===== src/rtl/core_pkg.sv =====
// core_pkg: shared constants and helpers for the RISC-V core front end.
//   XLEN / ILEN     : address and instruction widths
//   OPCODE_HALT     : opcode field value that stops fetch
//   INSTR_NOP       : canonical NOP (addi x0, x0, 0) used for empty pipeline slots
//   IMEM_BYTES      : instruction memory size in bytes
//   fetch_act_e     : per-edge action chosen by the fetch stage
package core_pkg;

    localparam int unsigned XLEN       = 64;
    localparam int unsigned ILEN       = 32;
    localparam logic [6:0]  OPCODE_HALT = 7'h7F;
    localparam logic [31:0] INSTR_NOP   = 32'h00000013;
    localparam int unsigned IMEM_BYTES = 1024;

    // Listed in priority order, highest first.
    typedef enum logic [2:0] {
        ActRedirect,
        ActHalted,
        ActStall,
        ActFault,
        ActHalt,
        ActFetch
    } fetch_act_e;

    function automatic logic is_halt(input logic [ILEN-1:0] instr, input logic [6:0] opcode);
        return instr[6:0] == opcode;
    endfunction

endpackage


===== src/rtl/Cla64bit.sv =====
// Cla64bit: 64-bit carry-lookahead adder built from 4-bit lookahead groups.
//   a, b : operands
//   cin  : carry in
//   sum  : a + b + cin (mod 2^64)
//   cout : carry out of bit 63
module Cla64bit (
    input  logic [63:0] a,
    input  logic [63:0] b,
    input  logic        cin,
    output logic [63:0] sum,
    output logic        cout
);

    logic [63:0] p;
    logic [63:0] g;
    logic [64:0] c;

    always_comb begin
        p = a ^ b;
        g = a & b;
        c = '0;
        c[0] = cin;
        // Each group derives its internal carries and its carry-out from its
        // carry-in directly; only the group carries chain.
        for (int grp = 0; grp < 16; grp++) begin
            c[4*grp+1] = g[4*grp] | (p[4*grp] & c[4*grp]);
            c[4*grp+2] = g[4*grp+1] | (p[4*grp+1] & g[4*grp])
                       | (p[4*grp+1] & p[4*grp] & c[4*grp]);
            c[4*grp+3] = g[4*grp+2] | (p[4*grp+2] & g[4*grp+1])
                       | (p[4*grp+2] & p[4*grp+1] & g[4*grp])
                       | (p[4*grp+2] & p[4*grp+1] & p[4*grp] & c[4*grp]);
            c[4*grp+4] = g[4*grp+3] | (p[4*grp+3] & g[4*grp+2])
                       | (p[4*grp+3] & p[4*grp+2] & g[4*grp+1])
                       | (p[4*grp+3] & p[4*grp+2] & p[4*grp+1] & g[4*grp])
                       | (p[4*grp+3] & p[4*grp+2] & p[4*grp+1] & p[4*grp] & c[4*grp]);
        end
        sum  = p ^ c[63:0];
        cout = c[64];
    end

endmodule


===== src/rtl/if_id_reg.sv =====
// if_id_reg: IF/ID pipeline register (valid, pc, instr).
//   clk, reset : clock, asynchronous active-high reset to invalid/NOP
//   load       : capture pc_in/instr_in as a valid instruction
//   flush      : invalidate and replace instr with NOP (highest priority)
//   hold       : keep current contents
//   none set   : invalidate (bubble)
//   valid, pc, instr : register contents toward decode
module if_id_reg #(
    parameter int unsigned XLEN = core_pkg::XLEN
) (
    input  logic                     clk,
    input  logic                     reset,
    input  logic                     load,
    input  logic                     flush,
    input  logic                     hold,
    input  logic [XLEN-1:0]          pc_in,
    input  logic [core_pkg::ILEN-1:0] instr_in,
    output logic                     valid,
    output logic [XLEN-1:0]          pc,
    output logic [core_pkg::ILEN-1:0] instr
);

    import core_pkg::*;

    logic            valid_q, valid_d;
    logic [XLEN-1:0] pc_q, pc_d;
    logic [ILEN-1:0] instr_q, instr_d;

    always_comb begin
        valid_d = valid_q;
        pc_d    = pc_q;
        instr_d = instr_q;
        if (flush) begin
            valid_d = 1'b0;
            instr_d = INSTR_NOP;
        end else if (hold) begin
            valid_d = valid_q;
        end else if (load) begin
            valid_d = 1'b1;
            pc_d    = pc_in;
            instr_d = instr_in;
        end else begin
            valid_d = 1'b0;
            instr_d = INSTR_NOP;
        end
    end

    always_ff @(posedge clk or posedge reset) begin
        if (reset) begin
            valid_q <= 1'b0;
            pc_q    <= '0;
            instr_q <= INSTR_NOP;
        end else begin
            valid_q <= valid_d;
            pc_q    <= pc_d;
            instr_q <= instr_d;
        end
    end

    assign valid = valid_q;
    assign pc    = pc_q;
    assign instr = instr_q;

endmodule


===== src/rtl/fetch_stage.sv =====
// fetch_stage: instruction-fetch front end. Owns the PC, presents it to a
// combinational instruction memory, and fills the IF/ID register.
//   clk, reset            : clock, asynchronous active-high reset
//   stall                 : hold PC and IF/ID
//   redirect_valid/target : taken branch/jump; overrides stall and halt
//   imem_pc / imem_instr  : memory address (straight from PC register) / returned word
//   if_id_valid/pc/instr  : IF/ID register toward decode
//   halted                : fetch stopped (halt opcode or fault); cleared by redirect
//   fetch_fault           : sticky, PC left the memory range
//   misalign_err          : sticky, a redirect target had low bits set
module fetch_stage #(
    parameter int unsigned          XLEN        = core_pkg::XLEN,
    parameter logic [XLEN-1:0]      RESET_PC    = '0,
    parameter int unsigned          IMEM_BYTES  = core_pkg::IMEM_BYTES,
    parameter logic [6:0]           HALT_OPCODE = core_pkg::OPCODE_HALT
) (
    input  logic             clk,
    input  logic             reset,
    input  logic             stall,
    input  logic             redirect_valid,
    input  logic [XLEN-1:0]  redirect_target,
    output logic [XLEN-1:0]  imem_pc,
    input  logic [31:0]      imem_instr,
    output logic             if_id_valid,
    output logic [XLEN-1:0]  if_id_pc,
    output logic [31:0]      if_id_instr,
    output logic             halted,
    output logic             fetch_fault,
    output logic             misalign_err
);

    import core_pkg::*;

    logic [XLEN-1:0] pc_q, pc_d, pc_plus4;
    logic            halted_q, halted_d;
    logic            fault_q, fault_d;
    logic            misalign_q, misalign_d;
    logic            unused_cout;
    logic            out_of_range;
    logic            ifid_load, ifid_flush, ifid_hold;
    fetch_act_e      act;

    // Wraps modulo 2^XLEN; carry out deliberately dropped.
    Cla64bit u_pc_inc (
        .a    (pc_q),
        .b    (64'd4),
        .cin  (1'b0),
        .sum  (pc_plus4),
        .cout (unused_cout)
    );

    assign out_of_range = pc_q > XLEN'(IMEM_BYTES - 4);

    always_comb begin
        if (redirect_valid)                      act = ActRedirect;
        else if (halted_q)                       act = ActHalted;
        else if (stall)                          act = ActStall;
        else if (out_of_range)                   act = ActFault;
        else if (is_halt(imem_instr, HALT_OPCODE)) act = ActHalt;
        else                                     act = ActFetch;
    end

    always_comb begin
        pc_d       = pc_q;
        halted_d   = halted_q;
        fault_d    = fault_q;
        misalign_d = misalign_q;
        ifid_load  = 1'b0;
        ifid_flush = 1'b0;
        ifid_hold  = 1'b0;
        unique case (act)
            ActRedirect: begin
                pc_d       = {redirect_target[XLEN-1:2], 2'b00};
                misalign_d = misalign_q | (redirect_target[1:0] != 2'b00);
                halted_d   = 1'b0;
                ifid_flush = 1'b1;
            end
            ActHalted, ActStall: begin
                ifid_hold = 1'b1;
            end
            ActFault: begin
                fault_d  = 1'b1;
                halted_d = 1'b1;
            end
            ActHalt: begin
                // PC stays on the halt word; the word itself never reaches decode.
                halted_d = 1'b1;
            end
            ActFetch: begin
                pc_d      = pc_plus4;
                ifid_load = 1'b1;
            end
            default: begin
                ifid_hold = 1'b1;
            end
        endcase
    end

    always_ff @(posedge clk or posedge reset) begin
        if (reset) begin
            pc_q       <= RESET_PC;
            halted_q   <= 1'b0;
            fault_q    <= 1'b0;
            misalign_q <= 1'b0;
        end else begin
            pc_q       <= pc_d;
            halted_q   <= halted_d;
            fault_q    <= fault_d;
            misalign_q <= misalign_d;
        end
    end

    if_id_reg #(
        .XLEN (XLEN)
    ) u_if_id (
        .clk      (clk),
        .reset    (reset),
        .load     (ifid_load),
        .flush    (ifid_flush),
        .hold     (ifid_hold),
        .pc_in    (pc_q),
        .instr_in (imem_instr),
        .valid    (if_id_valid),
        .pc       (if_id_pc),
        .instr    (if_id_instr)
    );

    assign imem_pc      = pc_q;
    assign halted       = halted_q;
    assign fetch_fault  = fault_q;
    assign misalign_err = misalign_q;

endmodule


===== config.mk =====
export PLATFORM = sky130hd
export DESIGN_NAME = fetch_stage
export DESIGN_NICKNAME = d
export VERILOG_FILES = /design/src/rtl/core_pkg.sv /design/src/rtl/Cla64bit.sv /design/src/rtl/if_id_reg.sv /design/src/rtl/fetch_stage.sv
export SDC_FILE = /design/constraint.sdc
export NUM_CORES = 1
export LEC_CHECK = 0
export CAP_MARGIN = 10
export CELL_PAD_IN_SITES_DETAIL_PLACEMENT = 1
export CELL_PAD_IN_SITES_GLOBAL_PLACEMENT = 1
export CORE_ASPECT_RATIO = 1.5
export CORE_UTILIZATION = 30
export CTS_CLUSTER_SIZE = 40
export DETAILED_ROUTE_END_ITERATION = 10
export PLACE_DENSITY = 0.82
export SLEW_MARGIN = 25
export SYNTH_ARGS = -nofsm -noshare
export SYNTH_HDL_FRONTEND = slang
export SYNTH_SLANG_ARGS = --single-unit

===== constraint.sdc =====
create_clock -name clk -period 5.7 [get_ports clk]
set_input_delay 1.14 -clock clk [delete_from_list [all_inputs] [get_ports clk]]
set_output_delay 1.14 -clock clk [all_outputs]
set_load 0.01 [all_outputs]

Word level (Yosys, flattened, before mapping)
Cells that the tools add are included.
{"block": "classes", "n_lt_le_gt_ge": 1, "n_eq_ne": 4, "mux": 15, "bitwise_logic": 151, "n_reduce_logical": 8}
{"cell": "$and A1 B1 Y1", "n": 147}
{"cell": "$pmux W64 S2", "n": 1}
{"cell": "$mux W32", "n": 3}
{"cell": "$gt A64 B10 Y1 const B", "n": 1}
{"cell": "$xor A64 B64 Y64", "n": 1}
{"cell": "$mux W3", "n": 4}
{"cell": "$reduce_bool A2 Y1", "n": 4}
{"cell": "$eq A7 B7 Y1 const B", "n": 1}
{"cell": "$eq A3 B3 Y1 const B", "n": 2}
{"cell": "$mux W1", "n": 6}
{"cell": "$reduce_or A4 Y1", "n": 1}
{"cell": "$eq A3 B2 Y1 const B", "n": 1}
{"cell": "$logic_not A3 Y1", "n": 1}
{"cell": "$reduce_and A3 Y1", "n": 1}
{"cell": "$not A1 Y1", "n": 2}
{"cell": "$pmux W1 S2", "n": 1}
{"cell": "$reduce_or A2 Y1", "n": 1}
{"cell": "$or A1 B1 Y1", "n": 1}
{"block": "word_totals", "reg_bits": 164, "inputBits": 100, "output_inout_bits": 164, "elab_cells": 186}

Depth between registers and ports, before layout
{"block": "depth", "ltp_word": 20, "depth_mapped": 9, "mapped_depth_nobuf": 9}

By module
A second synthesis with hierarchy kept.
{"block": "unflattened", "hier_cells": 883, "hier_area_um2": 9999.6}
{"mod": "if_id_reg", "n_inst": 1, "cells_each": 282, "area_per_inst_um2": 4135.2, "seq_area_each_um2": 2431.1}
{"mod": "fetch_stage", "n_inst": 1, "cells_each": 258, "area_per_inst_um2": 3094.2, "seq_area_each_um2": 1676.6}
{"mod": "Cla64bit", "n_inst": 1, "cells_each": 343, "area_per_inst_um2": 2770.2, "seq_area_each_um2": 0.0}

Least setup slack after synthesis
OpenSTA, ideal clock, no wires.
{"block": "synth_path", "path_kind": "input port to flip-flop", "from": "in imem_instr[5]", "to": "reg pc_q[3], in the netlist imem_pc[3]", "setup_time_ps": 126, "t_arrival_ps": 2530, "required_ps": 5574, "path_slack_ps": 3044, "path_stages": 7, "path_buffers": 2, "cell_sequence": "and4_1 > nand4_1 > and3_1 > and2_0 > clkbuf_1 > buf_2 > a221o_1"}
{"block": "synth_via", "elab_chain_cells": 8, "elab_cells_between_ends": 10, "classes_between": "eq/ne: 2; mux: 6; reduce/logical: 2"}
{"item": "start: declaration", "line_no": "fetch_stage.sv:23", "text": "input logic [31:0] imem_instr,"}
{"item": "$eq A7 B7 Y1 (*)", "line_no": "core_pkg.sv:26", "text": "return instr[6:0] == opcode;"}
{"item": "$mux W1 (*)", "line_no": "fetch_stage.sv:59", "text": "else if (is_halt(imem_instr, HALT_OPCODE)) act = ActHalt;"}
{"item": "$mux W3 (*)", "line_no": "fetch_stage.sv:58", "text": "else if (out_of_range) act = ActFault;"}
{"item": "$mux W3 (*)", "line_no": "fetch_stage.sv:57", "text": "else if (stall) act = ActStall;"}
{"item": "$mux W3 (*)", "line_no": "fetch_stage.sv:56", "text": "else if (halted_q) act = ActHalted;"}
{"item": "$mux W3 (*)", "line_no": "fetch_stage.sv:55", "text": "if (redirect_valid) act = ActRedirect;"}
{"item": "$eq A3 B3 Y1 / $logic_not A3 Y1 (equally long branches)", "line_no": "fetch_stage.sv:71", "text": "unique case (act)"}
{"item": "$pmux W64 S2 / $reduce_bool A2 Y1 (equally long branches)"}
{"item": "end signal: assignment", "line_no": "fetch_stage.sv:106", "text": "pc_q <= pc_d;"}
{"item": "end: declaration", "line_no": "fetch_stage.sv:34", "text": "logic [XLEN-1:0] pc_q, pc_d, pc_plus4;"}
Every way passes the cells marked *; elsewhere a longest branch is shown, timed or not.
A chain may end at the register's enable or synchronous reset.

Final worst setup path
{"block": "layout_path", "from": "in stall", "to": "reg u_if_id.pc_q[3], in the netlist u_if_id.pc[3]"}
{"block": "layout_via", "elab_chain_cells": 7, "elab_cells_between_ends": 12, "classes_between": "eq/ne: 3; mux: 5; bitwise: 1; reduce/logical: 3"}
{"item": "start: declaration", "line_no": "fetch_stage.sv:19", "text": "input logic stall,"}
{"item": "$mux W3 (*)", "line_no": "fetch_stage.sv:57"}
{"item": "$mux W3 (*)", "line_no": "fetch_stage.sv:56"}
{"item": "$mux W3 (*)", "line_no": "fetch_stage.sv:55"}
{"item": "branches (longest 3 deep; another with $reduce_or A4 Y1)"}
{"item": "$reduce_and A3 Y1 (no source line) (*)"}
{"item": "end signal: assignment", "line_no": "if_id_reg.sv:55", "text": "pc_q <= pc_d;"}
{"item": "end: declaration", "line_no": "if_id_reg.sv:26", "text": "logic [XLEN-1:0] pc_q, pc_d;"}
Every way passes the cells marked *.

==> summary.md <==
| Metric | Value |
|---|---|
| Worst setup EP type | register |
| # setup viols final | 0 |
| Fin cells | a little over 1000 |
| Die X | ~120 um |
| Total core area | ~20000 um^2 |
| Post-Place Cells | slightly below 1000 |
| Outcome | finished, final reports clean |
| DP HPWL | 13700 um |
| Post-synth cell types | 35 |
| Antenna violations before repair | 0 |
| Slew @ Worst Pin | roughly 1000 ps |
| Max Fclk | about 290 MHz |
| WHS Endpoint | fetch_fault$_DFFE_PP0N_ |
| Clock transition at path regs | 60 ps |
| Root Driver | clkbuf_16 |
| Min Tclk post-route | 3400 ps |
| Commonest non-fill, non-tap cell in the layout | clkdlybuf4s50_1 |
| Number of port buffers | about 260 |
| Die outline height | between 150 and 200 um |
| Tcrit/Tclk final | 0.597 |
| Top Ports | approximately 260 |
| Most used DFF post-synth | dfrtp_1 |
| Most frequent cells in the layout | 258 x clkdlybuf4s50_1, 157 x dfrtp_1, 60 x and2_1 |
| Worst EP required | 6000 ps |
| Placed cell areas | about 9100 um^2 |
| Initial Util | 0.307 |
| Post-Synthesis Cells | 480 |
| Sw power | 643 uW |
| Sequential area share after synthesis | 0.637 |
| Slew Limit Headroom | 0.343 |
| Max_cap viols | 0 |
| Number of flops mapped to enable cells by yosys | 0 |
| Row Count | 64 |
| Area growth, synth to finish | 53.8% |
| Hold path start | fetch_fault$_DFFE_PP0N_ |
| Unrepaired setup endpoints after global routing | false |
| Vias in the first global route | between 5000 and 6000 |
| Number of diodes | 0 |
| Drt drc | 0 |
| Gate power share | 0.115 |
| Die ar. | roughly 22000 um^2 |
| Seq pwr share | 0.474 |
| Resized cells post-CTS | 0 |
| Worst-path fanout max | 36 |
| CTS H-Tree Depth | 4 |
| Hold path cells | 1 |
| P_int | just under 2000 uW |
| First-pass GRT wire length | roughly 30000 um |
| Pre-Repair DR Iteration Count | 4 |
| Clock share of power | 0.411 |
| Sw frac | 0.248 |
| CTS tree | yes |
| Synthesized area | approximately 6300 um^2 |
| Synth Warn # | 0 |
| GRT Overall Usage | 0.182 |
| Final hold violation count | 0 |
| Synthesized flop and latch total | 160 |
| Slew Limit Fails | 0 |
| Fin Setup TNS | 0 ps |
| Clock Latency Late Sink | around 420 ps |
| Cts hold-fix bufs | 0 |
| WL/cell | around 19 um |
| FF-to-FF setup slack | roughly 2500 ps |
| Lkg Pwr | roughly 0.0042 uW |
| Worst EP arrival | approximately 3700 ps |
| Crit path kind | in2reg |
| Reg2reg end | u_if_id.pc[3]$_DFFE_PP0P_ |
| Post-route cell area | around 9700 um^2 |
| Worst flop-to-flop path startpoint | imem_pc[57]$_DFFE_PP0P_ |
| Hold Crit Class | reg2reg |
| Routed Antenna Nets | 0 |
| Max clock buf depth | 2 |
| Worst-case reg-to-reg path depth | 7 |
| GRT overflow | 0 |
| Max VDD drop | 0.206 mV |
| Layout cells sized above 1 | 0.122 |
| GPL Wtd Cong | 0.758 |
| FILL cells | about 2200 |
| Async SR Flop Fraction | 1.00 |
| Critical Path Source Type | input port |
| Clock Sinks | 160 |
| Worst-case clock skew | between 10 and 15 ps |
| Largest net degree at the start of global routing | 99 |
| Final WL | between 15000 and 20000 um |
| Postcts setup bufs | 0 |
| Power Density | between 200 and 300 nW/um^2 |
| DR iter-0 viols | ~220 |
| Post-DR vias/cell | roughly 5 |
| Fin nets | around 840 |
| Mapped Avg Cell Area | around 13 um^2 |
| DR vias | 4907 |
| Num CTS Buffers | 17 |
## worst max path at each step
stage                     startpoint                   endpoint  slack [ps]  cells after the start
after floorplan                reset    fetch_fault$_DFFE_PP0N_         250                      1
after global placement         stall  u_if_id.pc[8]$_DFFE_PP0P_        2050                      6
after detailed placement       stall  u_if_id.pc[2]$_DFFE_PP0P_        1890                      6
after CTS                      stall  u_if_id.pc[2]$_DFFE_PP0P_        2330                      6
after global routing           stall  u_if_id.pc[3]$_DFFE_PP0P_        2120                      6
final                          stall  u_if_id.pc[3]$_DFFE_PP0P_        2300                      6
## critical path: stages
cell             delay [ps]
clkdlybuf4s50_1         420
nor2_1                  750
and3_1                  340
and2_1                  240
buf_4                   400
mux2_2                  380
## final cells by class
cell class | count | area (um^2) | area share
clock buffer | 18 | 429 | 0.0444
clock inverter | 14 | 115 | 0.0119
inverter | 22 | 87.6 | 0.00905
multi-input combinational | 267 | 2070 | 0.214
sequential | 160 | 4010 | 0.414
tap | 264 | 330 | 0.0341
timing repair buffer | 265 | 2640 | 0.272
## Yosys cell counts (6+ instances only)
cell type	count	area (um^2)
ha_1	11	138
nor4_1	12	75.1
inv_1	22	82.6
and2_1	59	369
mux2_2	45	507
a311oi_1	17	149
nor2_1	11	41.3
o21ai_0	6	30.0
a21oi_1	19	95.1
clkbuf_1	23	86.3
dfrtp_1	157	3930
nand4_1	11	68.8
a22o_1	29	254
## cell families after synthesis
group	synth area share
adder cells (fa/ha/maj)	0.0219
AND/OR/NAND/NOR	0.122
flip-flops	0.637
multiplexers	0.0805
buffers and inverters	0.0372
other	0.000596
AO/OA/AOI/OAI	0.101
## state kept, by name (all words and copies together), names as in the netlist
register       flops
fetch_fault        1
imem_pc           62
halted             1
u_if_id.instr     32
u_if_id.pc        62
misalign_err       1
u_if_id.valid      1
## power by group through the flow
stage | Combinational [uW] | Sequential (uW) | Clock (uW)
5_1_grt | 323 | 1240 | 1150
4_1_cts | 303 | 1230 | 1100
3_3_place_gp | 294 | 1250 | 0
6_report | 298 | 1230 | 1070
3_5_place_dp | 301 | 1250 | 0
2_1_floorplan | 95.3 | 1260 | 0
## layer usage
layer / wire length (um) / track usage
met5: 0 / 0
met4: 402 / 0.0674
met3: 1280 / 0.0509
met2: 10100 / 0.322
met1: 7480 / 0.210
## metrics by stage
step / worst slack, ps / utilization / hold slack [ps] / total power, uW
6_report: 2300 / 0.472 / 479 / 2590
5_1_grt: 2120 / 0.472 / 486 / 2710
4_1_cts: 2330 / 0.472 / 481 / 2630
3_5_place_dp: 1890 / 0.445 / 457 / 1550
3_3_place_gp: 2050 / 0.445 / 450 / 1540
2_1_floorplan: 245 / - / 504 / 1350
(Power assumes the default switching activity.)
